`src/rtl/idct_pkg.sv`:
```
`default_nettype none
// +----------------------------------------------------------------------+
// | idct_pkg : shared constants for the 4-point HEVC inverse DCT slice    |
// | Rev 1.0                                                               |
// +----------------------------------------------------------------------+
package idct_pkg;

  localparam int C64 = 64;
  localparam int C83 = 83;
  localparam int C36 = 36;

  localparam logic PASS_ROW = 1'b0;
  localparam logic PASS_COL = 1'b1;

endpackage
`default_nettype wire

```
`src/rtl/idct_round_clip.sv`:
```
`default_nettype none
// +----------------------------------------------------------------------+
// | idct_round_clip : round-half-up, arithmetic shift and saturate        |
// | Rev 1.0                                                               |
// +----------------------------------------------------------------------+
module idct_round_clip
  import idct_pkg::*;
#(
  parameter int ACC_W  = 25,
  parameter int OUT_W  = 16,
  parameter int SHIFT0 = 7,
  parameter int SHIFT1 = 12
) (
  input  logic signed [ACC_W-1:0] s,
  input  logic                    pass,
  output logic signed [OUT_W-1:0] y
);

  localparam logic signed [ACC_W:0] c_rnd0 = {{ACC_W{1'b0}}, 1'b1} << (SHIFT0 - 1);
  localparam logic signed [ACC_W:0] c_rnd1 = {{ACC_W{1'b0}}, 1'b1} << (SHIFT1 - 1);
  localparam logic signed [ACC_W:0] c_max  = {{(ACC_W-OUT_W+2){1'b0}}, {(OUT_W-1){1'b1}}};
  localparam logic signed [ACC_W:0] c_min  = {{(ACC_W-OUT_W+2){1'b1}}, {(OUT_W-1){1'b0}}};

  // One guard bit so adding the rounding constant can never wrap.
  logic signed [ACC_W:0] w_ext;
  logic signed [ACC_W:0] w_sum0;
  logic signed [ACC_W:0] w_sum1;
  logic signed [ACC_W:0] w_shr;

  assign w_ext  = {s[ACC_W-1], s};
  assign w_sum0 = w_ext + c_rnd0;
  assign w_sum1 = w_ext + c_rnd1;
  assign w_shr  = (pass == PASS_COL) ? (w_sum1 >>> SHIFT1) : (w_sum0 >>> SHIFT0);

  always_comb begin
    if (w_shr > c_max) begin
      y = c_max[OUT_W-1:0];
    end else if (w_shr < c_min) begin
      y = c_min[OUT_W-1:0];
    end else begin
      y = w_shr[OUT_W-1:0];
    end
  end

endmodule
`default_nettype wire

```
`src/rtl/idct4_row_pipe.sv`:
```
`default_nettype none
// +----------------------------------------------------------------------+
// | idct4_row_pipe : 3-stage 4-point HEVC inverse DCT, valid/ready stall  |
// | Rev 1.0                                                               |
// +----------------------------------------------------------------------+
module idct4_row_pipe
  import idct_pkg::*;
#(
  parameter int IN_W   = 16,
  parameter int OUT_W  = 16,
  parameter int ACC_W  = 25,
  parameter int SHIFT0 = 7,
  parameter int SHIFT1 = 12
) (
  input  logic                    clk,
  input  logic                    reset_n,
  input  logic                    in_valid,
  output logic                    in_ready,
  input  logic                    in_pass,
  input  logic signed [IN_W-1:0]  x0,
  input  logic signed [IN_W-1:0]  x1,
  input  logic signed [IN_W-1:0]  x2,
  input  logic signed [IN_W-1:0]  x3,
  output logic                    out_valid,
  input  logic                    out_ready,
  output logic                    out_pass,
  output logic signed [OUT_W-1:0] y0,
  output logic signed [OUT_W-1:0] y1,
  output logic signed [OUT_W-1:0] y2,
  output logic signed [OUT_W-1:0] y3
);

  localparam logic signed [ACC_W-1:0] c_64 = ACC_W'(C64);
  localparam logic signed [ACC_W-1:0] c_83 = ACC_W'(C83);
  localparam logic signed [ACC_W-1:0] c_36 = ACC_W'(C36);

  logic                    w_en;
  logic signed [ACC_W-1:0] w_x0e, w_x1e, w_x2e, w_x3e;
  logic signed [OUT_W-1:0] w_y [4];

  logic                    r_v1, r_v2, r_v3;
  logic                    r_p1, r_p2, r_p3;
  logic signed [ACC_W-1:0] r_e0, r_e1, r_o0, r_o1;
  logic signed [ACC_W-1:0] r_s [4];
  logic signed [OUT_W-1:0] r_y [4];

  // Whole pipe advances together; a blocked output freezes every stage.
  assign w_en     = !r_v3 || out_ready;
  assign in_ready = w_en;

  assign w_x0e = {{(ACC_W-IN_W){x0[IN_W-1]}}, x0};
  assign w_x1e = {{(ACC_W-IN_W){x1[IN_W-1]}}, x1};
  assign w_x2e = {{(ACC_W-IN_W){x2[IN_W-1]}}, x2};
  assign w_x3e = {{(ACC_W-IN_W){x3[IN_W-1]}}, x3};

  // Stage 1: even/odd partial sums
  always_ff @(posedge clk or negedge reset_n) begin
    if (!reset_n) begin
      r_v1 <= 1'b0;
      r_p1 <= PASS_ROW;
      r_e0 <= '0;
      r_e1 <= '0;
      r_o0 <= '0;
      r_o1 <= '0;
    end else if (w_en) begin
      r_v1 <= in_valid;
      r_p1 <= in_pass;
      r_e0 <= c_64 * w_x0e + c_64 * w_x2e;
      r_e1 <= c_64 * w_x0e - c_64 * w_x2e;
      r_o0 <= c_83 * w_x1e + c_36 * w_x3e;
      r_o1 <= c_36 * w_x1e - c_83 * w_x3e;
    end
  end

  // Stage 2: butterfly
  always_ff @(posedge clk or negedge reset_n) begin
    if (!reset_n) begin
      r_v2 <= 1'b0;
      r_p2 <= PASS_ROW;
      for (int k = 0; k < 4; k++) begin
        r_s[k] <= '0;
      end
    end else if (w_en) begin
      r_v2   <= r_v1;
      r_p2   <= r_p1;
      r_s[0] <= r_e0 + r_o0;
      r_s[1] <= r_e1 + r_o1;
      r_s[2] <= r_e1 - r_o1;
      r_s[3] <= r_e0 - r_o0;
    end
  end

  generate
    for (genvar k = 0; k < 4; k++) begin : g_rc
      idct_round_clip #(
        .ACC_W  (ACC_W),
        .OUT_W  (OUT_W),
        .SHIFT0 (SHIFT0),
        .SHIFT1 (SHIFT1)
      ) u_rc (
        .s    (r_s[k]),
        .pass (r_p2),
        .y    (w_y[k])
      );
    end
  endgenerate

  // Stage 3: rounded, saturated result drives the outputs
  always_ff @(posedge clk or negedge reset_n) begin
    if (!reset_n) begin
      r_v3 <= 1'b0;
      r_p3 <= PASS_ROW;
      for (int k = 0; k < 4; k++) begin
        r_y[k] <= '0;
      end
    end else if (w_en) begin
      r_v3 <= r_v2;
      r_p3 <= r_p2;
      for (int k = 0; k < 4; k++) begin
        r_y[k] <= w_y[k];
      end
    end
  end

  assign out_valid = r_v3;
  assign out_pass  = r_p3;
  assign y0        = r_y[0];
  assign y1        = r_y[1];
  assign y2        = r_y[2];
  assign y3        = r_y[3];

endmodule
`default_nettype wire

```
`config.mk`:
```
export PLATFORM = sky130hd
export DESIGN_NAME = idct4_row_pipe
export DESIGN_NICKNAME = d
export VERILOG_FILES = /design/src/rtl/idct_pkg.sv /design/src/rtl/idct_round_clip.sv /design/src/rtl/idct4_row_pipe.sv
export SDC_FILE = /design/constraint.sdc
export NUM_CORES = 1
export LEC_CHECK = 0
export CAP_MARGIN = 20
export CORE_ASPECT_RATIO = 1.25
export CORE_UTILIZATION = 39
export DETAILED_ROUTE_END_ITERATION = 7
export PLACE_DENSITY_LB_ADDON = 0.05
export SETUP_SLACK_MARGIN = 0.02
export SKIP_LAST_GASP = 1
export SYNTH_ARGS = -nofsm -noshare
export SYNTH_HDL_FRONTEND = slang
export SYNTH_HIERARCHICAL = 1
export SYNTH_SLANG_ARGS = --single-unit
```
`constraint.sdc`:
```
create_clock -name clk -period 4.4 [get_ports clk]
set_input_delay 0.88 -clock clk [delete_from_list [all_inputs] [get_ports clk]]
set_output_delay 0.88 -clock clk [all_outputs]
set_load 0.01 [all_outputs]
```
==> reports/summary.txt <==
Status: finished with violations
Failing checks: negative setup slack
Crit path arrival time: 5.96 ns
Max-cap violations: 0
Clk buf depth: 3
Sequential share of power: 16.7%
Slew @ Worst Pin: 0.926 ns
Fin. Hold Viols: 0
Peak supply drop: 0.397 mV
Layout Nets: 3831
Worst Hold Margin: 0.309 ns
CP Capture Type: flip-flop
Final Setup Violations: 26
Initial DRC Count: 1224
Post-route DRC: 0
DR vias: 22100
Switching share of power: 48.7%
Avg Synthesized Cell Area: 8.26 um^2
Final Wtd Congestion: 0.935
Grt ovf: 0
Area grow syn2layout: 27.7%
Root Buffer: clkbuf_16
Chip Width: 228 um
Post-Synthesis Cells: 3016
Number of global-route vias before repair: 22900
Layout cell share with drive strength beyond 1: 20.8%
Worst EP required: 4.89 ns
CP Class: input pin to flip-flop
ANT nets after route: 0
Worst rel slew slack: 38.3%
CTS tree: built
Setup WS post-layout: -1.06 ns
Largest net degree at the start of global routing: 172
Tot GR Track Use: 24.3%
Leak Pwr: 14.3 nW
Critical path peak fanout: 3
Initial antenna violation count: 0
Number of vias per cell: 5.25
IO Count: 136
Worst-Skew Late Latency: 0.57 ns
Period utilization: 124%
CTS Buf Count: 26
Fmax: 0.183 GHz
Clock sinks: 229
Pwr Density: 858 mW/mm^2
Count of pins over their slew limit: 0
First-pass GRT wire length: 126000 um
Clock power share: 8.1%
Fill cells: 6213
Net switching power: 13.3 mW
Yosys warns: 6
HPWL after DPL: 63500 um
Clock slew at reported path FFs: 0.06 ns
Clock Skew: 0.0299 ns
Cell area after synthesis: 0.0249 mm^2
Total Power: 27.3 mW
Die Ht: 285 um
Setup tns final: -13.08 ns
Hold Path Class: input pin to asynchronous set/reset pin
Core Footprint: 0.0631 mm^2
Initial Util: 39.4%
Detailed Route WL: 78600 um
DRT Pass-1 Iters: 5
Internal Power: 14.0 mW
Post-synth net total: 3492
Max H-tree Level: 1
Logic pwr share: 75.1%
Final antenna diode count: 0
Wire per inst: 18.7 um
Std-Cell Rows: 103
Post-layout min period: 5.46 ns
Number of port buffers: 135
CP Launch Type: input pin
Die area: 0.0649 mm^2
RSZ-0062 raised after global routing: true
[area by class of cell]
class	instances	area (um^2)	share of cell area, %
Sequential cell	229	5730	18.0
Clock inverter	19	179	0.563
Inverter	351	1330	4.18
Multi-Input combinational cell	2304	19000	59.7
Tap cell	840	1050	3.31
Clock buffer	29	693	2.18
Timing Repair Buffer	443	3820	12.0
[layer usage]
metal  vias up  wire [um]  track usage (%)
met4         0       2960             8.69
met1     10600      31900             27.5
met2       359      42200             47.3
li1      11000          -                -
met3       125       1590             1.41
met5         -          0                0
[final timing paths]
kind | from | end | slack [ns] | cells past startpoint
worst max register to register | r_o0[7] | r_s[96] | 1.23 | 10
worst max-delay path | x3[6] | r_o0[22] | -1.06 | 23
max in group asynchronous | reset_n | r_o1[19] | 3.21 | 2
min in group clk | y2[9] | y2[9] | 0.46 | 2
worst min register to register | y2[9] | y2[9] | 0.46 | 2
worst min-delay path | reset_n | y1[12] | 0.31 | 1
[worst max-delay path, stage by stage]
cell and delay [ns]:
buf_2 0.15, buf_4 0.16, ha_4 0.26, ha_4 0.19
o21a_1 0.20, o21ai_2 0.20, buf_4 0.14, nand2b_1 0.07
o21ai_1 0.10, xnor2_1 0.16, fa_1 0.44, ha_1 0.30
fa_1 0.48, inv_1 0.05, fa_1 0.48, inv_2 0.04
ha_4 0.28, nand2_2 0.06, or3b_4 0.43, o21ai_4 0.17
a31oi_1 0.12, or4b_1 0.47, nand3_1 0.09
[power groups by stage]
stage | Combinational, mW | Sequential (mW) | Clock [mW]
detailed placement | 18.4 | 4.62 | 0
global route | 22.5 | 4.74 | 2.37
finish | 20.5 | 4.56 | 2.22
global placement | 18.2 | 4.59 | 0
floorplan | 12.2 | 4.15 | 0
CTS | 19.8 | 4.58 | 2.30
[flip-flops by register name, summed over array words and instances (netlist names), 16 cells and up]
register,count
r_e0,17
r_e1,16
r_o0,25
r_o1,25
r_s,76
y0,16
y1,16
y2,16
y3,16
[placed cells by master (no fill, tap or decap), types with 15 or more instances in the layout]
master           instances
ha_1                   235
o211ai_1                16
clkbuf_16               27
o21ai_1                 18
dfrtp_1                228
xor2_1                  52
ha_4                    73
a221oi_1                26
fa_1                    89
nor3_1                  42
inv_1                  323
a221oi_2                30
o21a_1                  27
buf_4                  270
nor4_1                  15
inv_2                   25
buf_6                   36
and3_1                  26
nor2b_1                 22
o21ai_0                111
a21oi_2                 24
a21o_1                  39
xnor2_1                170
nor2_1                 223
o31ai_1                 19
nand2b_1                37
a211oi_1                25
nand4_1                 18
nand3_1                 48
clkdlybuf4s50_1        103
nand2_1                401
a21oi_1                177
or3_1                   16
a31oi_1                 18
o21bai_1                29
[timing repair]
item,CTS,global route
buffers inserted,27,8
hold buffers,0,0
gates resized for setup,281,75
setup endpoints to repair,36,33
pin swaps,113,103
[through the flow]
stage	worst slack [ns]	util [%]	instances	cell area, um^2
floorplan	-1.28	-	3016	25500
detailed placement	-2.40	46.7	4133	29500
CTS	-1.02	49.8	4208	31400
global placement	-2.35	46.7	4133	29500
finish	-1.06	50.4	4215	31800
global route	-1.23	50.4	4215	31800
(Power assumes the default switching activity.)
